==> config.mk <==
export PLATFORM = sky130hd
export DESIGN_NAME = d_grf_fwd
export DESIGN_NICKNAME = d
export VERILOG_FILES = /design/src/rtl/d_grf_fwd.sv
export SDC_FILE = /design/constraint.sdc
export NUM_CORES = 2
export LEC_CHECK = 0
export CAP_MARGIN = 20
export CORE_MARGIN = 2
export CORE_UTILIZATION = 45
export CTS_BUF_LIST = sky130_fd_sc_hd__clkbuf_16
export DETAILED_ROUTE_END_ITERATION = 10
export PLACE_DENSITY = 0.64
export SLEW_MARGIN = 20
export SYNTH_ARGS = -nofsm -noshare
export SYNTH_HDL_FRONTEND = slang
export SYNTH_SLANG_ARGS = --single-unit
==> constraint.sdc <==
create_clock -name clk -period 6.5 [get_ports clk]
set_input_delay 1.3 -clock clk [delete_from_list [all_inputs] [get_ports clk]]
set_output_delay 1.3 -clock clk [all_outputs]
set_load 0.005 [all_outputs]
==> src/rtl/d_grf_fwd.sv <==
// rtl/d_grf_fwd.sv - D-stage GPR file with E/M/W operand bypass
module d_grf_fwd #(
    parameter int NREG = 32,
    parameter int DW   = 32
) (
    input  logic          clk,
    input  logic          reset,
    input  logic [4:0]    D_A1,
    input  logic [4:0]    D_A2,
    input  logic [4:0]    E_fwd_A3,
    input  logic [DW-1:0] E_fwd_WD,
    input  logic          E_fwd_valid,
    input  logic [4:0]    M_fwd_A3,
    input  logic [DW-1:0] M_fwd_WD,
    input  logic          M_fwd_valid,
    input  logic [4:0]    W_A3,
    input  logic [DW-1:0] W_WD,
    input  logic          W_WE,
    output logic [DW-1:0] D_Rdata1,
    output logic [DW-1:0] D_Rdata2
);

    logic [DW-1:0] regs_q [NREG];

    // $0 is never written, so its entry stays at the reset value of zero.
    always_ff @(posedge clk or negedge reset) begin
        if (!reset) begin
            for (int i = 0; i < NREG; i++) begin
                regs_q[i] <= '0;
            end
        end else if (W_WE && (W_A3 != 5'd0)) begin
            regs_q[W_A3] <= W_WD;
        end
    end

    // Youngest producer wins: E over M over same-cycle W write-through over the array.
    always_comb begin
        D_Rdata1 = '0;
        if (!reset || (D_A1 == 5'd0)) begin
            D_Rdata1 = '0;
        end else if (E_fwd_valid && (E_fwd_A3 == D_A1)) begin
            D_Rdata1 = E_fwd_WD;
        end else if (M_fwd_valid && (M_fwd_A3 == D_A1)) begin
            D_Rdata1 = M_fwd_WD;
        end else if (W_WE && (W_A3 == D_A1)) begin
            D_Rdata1 = W_WD;
        end else begin
            D_Rdata1 = regs_q[D_A1];
        end
    end

    always_comb begin
        D_Rdata2 = '0;
        if (!reset || (D_A2 == 5'd0)) begin
            D_Rdata2 = '0;
        end else if (E_fwd_valid && (E_fwd_A3 == D_A2)) begin
            D_Rdata2 = E_fwd_WD;
        end else if (M_fwd_valid && (M_fwd_A3 == D_A2)) begin
            D_Rdata2 = M_fwd_WD;
        end else if (W_WE && (W_A3 == D_A2)) begin
            D_Rdata2 = W_WD;
        end else begin
            D_Rdata2 = regs_q[D_A2];
        end
    end

endmodule

* Word-level counts from Yosys, hierarchy flattened
Index checks and enable logic that the tools add are counted.
** Storage, ports and cells
- Register bits after elaboration :: 1024
- Latch bits :: 0
- RAM bits :: 0
- ROM bits :: 0
- Output and inout bits :: 64
- Word-level logic and storage cells :: 76
- Memories kept :: 0
** Operators by class
- Add/sub/neg operators :: 0
- Multiply operators :: 0
- Div/mod/pow operators :: 0
- Order comparisons :: 4
- Equality and inequality tests :: 6
- Shifts and indexed selects :: 0
- Muxes and demuxes :: 17
- Bitwise operators :: 3
- Reduce and logical (&&, ||, !) cells :: 14
** Operators with widths (number)
- 1024-bit bitwise mux :: 1
- 32-bit two-way mux :: 13
- 32-bit binary-select mux with 5-bit select :: 2
- 32-bit demux with 5-bit select :: 1
- 5-bit == test :: 6
- 6-bit greater-or-equal comparator, second input constant :: 3
- 5-bit inverter with 6-bit output :: 3
- 5-bit logical NOT :: 2
- 1-bit logical AND :: 8
- 6-bit by 1-bit less-than comparator with 1-bit output, second input constant :: 1
- 5-bit nonzero test :: 1
- 1-bit logical OR :: 2
- 1-bit logical NOT :: 1

* Logic depth before layout (Yosys ltp)
- Depth after elaboration :: 8
- Mapped depth :: 11

* Worst setup path before layout
OpenSTA, ideal clock, no wires.
- Kind :: input-to-output
- Start :: input D_A1[2]
- End :: output D_Rdata1[0]
- Arrival :: 3270 ps
- Data required time :: 5200 ps
- Setup slack :: 1930 ps
- Cell stages on the path :: 7
- Path through :: buf_2 > buf_2 > clkbuf_1 > mux4_2 > mux4_2 > a2111oi_2 > a2111oi_0
** On the way
- Cells in the longest elaborated chain, start to end :: 8
- Elaborated cells on any way between the ends :: 16
** Ends and longest elaborated chain
- from (decl) :: RTL line 8 : input logic [4:0] D_A1,
- 5-bit inverter with 6-bit output (not written as such) :: RTL line 48 : D_Rdata1 = regs_q[D_A1];
- 32-bit binary-select mux with 5-bit select :: RTL line 48
- 32-bit two-way mux (not written as such) (2 in series) :: RTL line 48
- 32-bit two-way mux :: RTL line 45 : end else if (W_WE && (W_A3 == D_A1)) begin
- 32-bit two-way mux :: RTL line 43 : end else if (M_fwd_valid && (M_fwd_A3 == D_A1)) begin
- 32-bit two-way mux :: RTL line 41 : end else if (E_fwd_valid && (E_fwd_A3 == D_A1)) begin
- 32-bit two-way mux * :: RTL line 39 : if (!reset || (D_A1 == 5'd0)) begin
- to (decl) :: RTL line 19 : output logic [DW-1:0] D_Rdata1,
Mark *: on every way between the ends. The rest lies on a longest branch, timed or not. The select of a mux whose other input is x is not followed.

* Worst setup path after layout
- Start :: input W_A3[2]
- End :: output D_Rdata2[1]
** On the way
- Cells in the longest elaborated chain, start to end :: 6
** Ends and longest elaborated chain
- from (decl) :: RTL line 16 : input logic [4:0] W_A3,
- 5-bit == test :: RTL line 60 : end else if (W_WE && (W_A3 == D_A2)) begin
- 1-bit logical AND :: RTL line 60
- 32-bit two-way mux :: RTL line 60
- 32-bit two-way mux :: RTL line 58 : end else if (M_fwd_valid && (M_fwd_A3 == D_A2)) begin
- 32-bit two-way mux :: RTL line 56 : end else if (E_fwd_valid && (E_fwd_A3 == D_A2)) begin
- 32-bit two-way mux :: RTL line 54 : if (!reset || (D_A2 == 5'd0)) begin
- to (decl) :: RTL line 20 : output logic [DW-1:0] D_Rdata2
Every way passes these cells.

==> flow_summary.toml <==
[status]
status = "finished, final reports clean"

[worst_setup_path]
required_ns = 5.20
ff2ff_setup_slack_ns = 5.70
crit_fanout = 17
reg2regPathDepth = 1
timing.rr.end = "regs_q[506]"
cpMaxStageDelayCell = "clkdlybuf4s50_1"
end_kind = "output port"
crit_arrival_ns = 4.99
worst_path_largest_cell_delay_ns = 0.71
crit_type = "input port to output port"
reg2reg_from = "regs_q[506]"
crit_chain = "clkdlybuf4s50_1 > xor2_1 > nor4_1 > and3_2 > buf_4 > a211o_1 > a2111oi_0 > a2111oi_0 > clkdlybuf4s50_1"
cp-start-kind = "input port"
crit_family = "buffers and inverters"
critPathBufInv = 3

[route]
drt_iter0_markers = 4194
drc_errors = 0
ant_nets = 0
vias = 37360
drt_pass1_iterations = 5
viasPerCell = 6.726
wire_per_inst_um = 34.16
routed_wl_um = 189700

[sta]
drv_slew = 0
hold_viol_final = 0
fin_ws_ns = 0.2079
skew_ns = 0
tns_ns = 0
finalCriticalPeriod_ns = 6.292
tightest_slew_ns = 1.198
relSlewSlack = 0.1996
rsz0062_at_grt = "false"
fmax_mhz = 158.9
finalCritPeriodShare = 0.9680
report.final.setup_viol = 0

[clock_network]
post_cts_buffers = 0
cts_made_buffers = 110
clock-root-buffer = "clkbuf_16"
clk_latency_ns = 0.72
cts_resized = 0
ctsHoldBuffers = 0
clock-sinks = 1024
clockBufferDepth = 3
cts-htree-levels = 3
cts_tree = "yes"
clk_pin_slew_ns = 0.06

[global_route]
grt_pass1_vias = 37810
grtUsageTotal = 0.2939
grt_start_max_net_pins = 174
overflow = 0
grtUsageMet2 = 0.4547
grt_pass1_wl_um = 276100
antenna_found_initial = 13
busiest_layer = "met2"
grtUsageMet3 = 0.06562
globalRouteMet1Util = 0.4037

[placed_design]
pre_cts_slack_ns = 0.3224
io_buffer_count = 189
place_congestion = 0.8693
dp_hpwl_um = 121800

[synth]
muxShareOfSynthArea = 0.4368
synth_nets = 3895
postSynthCellCount = 3769
ys_types = 46
ys_seq_area_frac = 0.4514
synth_warnings = 0
netlist_area_um2 = 56770
synth.top_cell.area_share = 0.4514
synth_top_family_by_area = "multiplexers"
yosysTopAreaCell = "dfrtp_1"
synth_seq_cells = 1024
synth_top_flop_cell = "dfrtp_1"
synth_compound_area_frac = 0.04928
synth_xor_xnor_area_share = 0.004628
synthSimpleGateAreaFrac = 0.02224
postSynthAreaPerCell_um2 = 15.06
async_reset_ff_frac = 1.000
synthAdderAreaFrac = 0
synth_edf_count = 0
synth_area_leaders = "dfrtp_1, mux4_2, mux2_2, mux2i_1, clkbuf_1"

[floorplanning]
die_w_um = 359.2
core-area_um2 = 125400
die_h_um = 359.2
die_area_um2 = 129000
num_rows = 130
num_io_pins = 190
initial_core_util = 0.4527

[power]
cellPowerDensity_nw_per_um2 = 295.3
vdd_drop_max_uv = 225.5
leakagePower_nw = 27.10

[worst_hold_path]
holdPathEnd = "regs_q[992]"
min_from = "regs_q[992]"
hold_depth = 0
hp-class = "register to register"

[finish]
multi_input_area_um2 = 29360
drive_gt1_frac = 0.5128
final_common_cell = "dfrtp_1"
largest_reg_flops = 1024
syn_to_final_growth_pct = 13.28
final_util = 0.5128
register_area_um2 = 25620
final_cell_mix = "dfrtp_1, mux2_2, mux4_2, clkdlybuf4s50_1, buf_4"
regMostFlops = "regs_q"
largestRegisters = "regs_q (1024)"
nets = 3935
nFillCells = 10360

[run]
maxCapViolCount = 0
## how the worst max path moves through the flow
stage            start     endpoint  cells after the start
2_1_floorplan  D_A1[2]  D_Rdata1[0]                      7
3_3_place_gp   W_A3[2]  D_Rdata2[9]                     10
3_5_place_dp   W_A3[2]  D_Rdata2[1]                      9
4_1_cts        W_A3[2]  D_Rdata2[1]                      9
5_1_grt        W_A3[2]  D_Rdata2[1]                      9
6_report       W_A3[2]  D_Rdata2[1]                      9
## cell usage after synthesis, drive strengths merged (5+ instances only)
cell type and number:
xnor2 14, o2bb2ai 20, and3 22, a22o 20
nor3b 5, mux4 549, nor4 5, dfrtp 1024
a2111oi 123, mux2 992, buf 182, a211o 24
a22oi 6, nor2 138, nand3b 7, or2 8
clkbuf 269, nand2 70, a221oi 18, a21oi 18
nand3 9, o22ai 63, o21ai 19, xor2 16
mux2i 126
## cell type report
| cell class | count | area share |
|---|---|---|
| clock inverters | 93 | 0.01220 |
| inverters | 1 | 0.00005837 |
| clock buffers | 110 | 0.04280 |
| well taps | 1650 | 0.03210 |
| flip-flops and latches | 1024 | 0.3985 |
| repair buffers | 379 | 0.05765 |
| diodes | 4 | 0.0001556 |
| multi-input cells | 2293 | 0.4566 |
## layer usage
layer  wire length, um  vias up
met5                80        -
met4              8137       12
met3             16680      404
met2             87780     1718
met1             77040    20390
li1                  -    14840
## stage by stage
| stage | std cells | instance area [um^2] | power, mW | hold WS (ns) |
|---|---|---|---|---|
| final | 5554 | 64310 | 18.99 | 0.3945 |
| after global routing | 5550 | 64300 | 19.73 | 0.4095 |
| after CTS | 5550 | 64300 | 19.04 | 0.3973 |
| after detailed placement | 5347 | 60760 | 12.74 | 0.3836 |
| after global placement | 5346 | 60740 | 12.60 | 0.3766 |
| after floorplan | 3769 | 56770 | 11.29 | 0.4413 |
## kinds of logic (layout without fill, tap and decap cells)
group                  count (synthesis)  after routing
AO/OA/AOI/OAI                        314            314
XOR/XNOR                              30             30
buffers and inverters                452            583
flip-flops                          1024           1024
multiplexers                        1667           1667
other                                  0              4
AND/OR/NAND/NOR                      282            282
## power breakdown
group	switching, mW	internal, mW	leakage (nW)
Combinational	1.70	2.54	12.2
Clock	2.73	3.58	1.77
Sequential	0.858	7.59	13.1
Note: power is estimated with default switching activity, not from simulation.
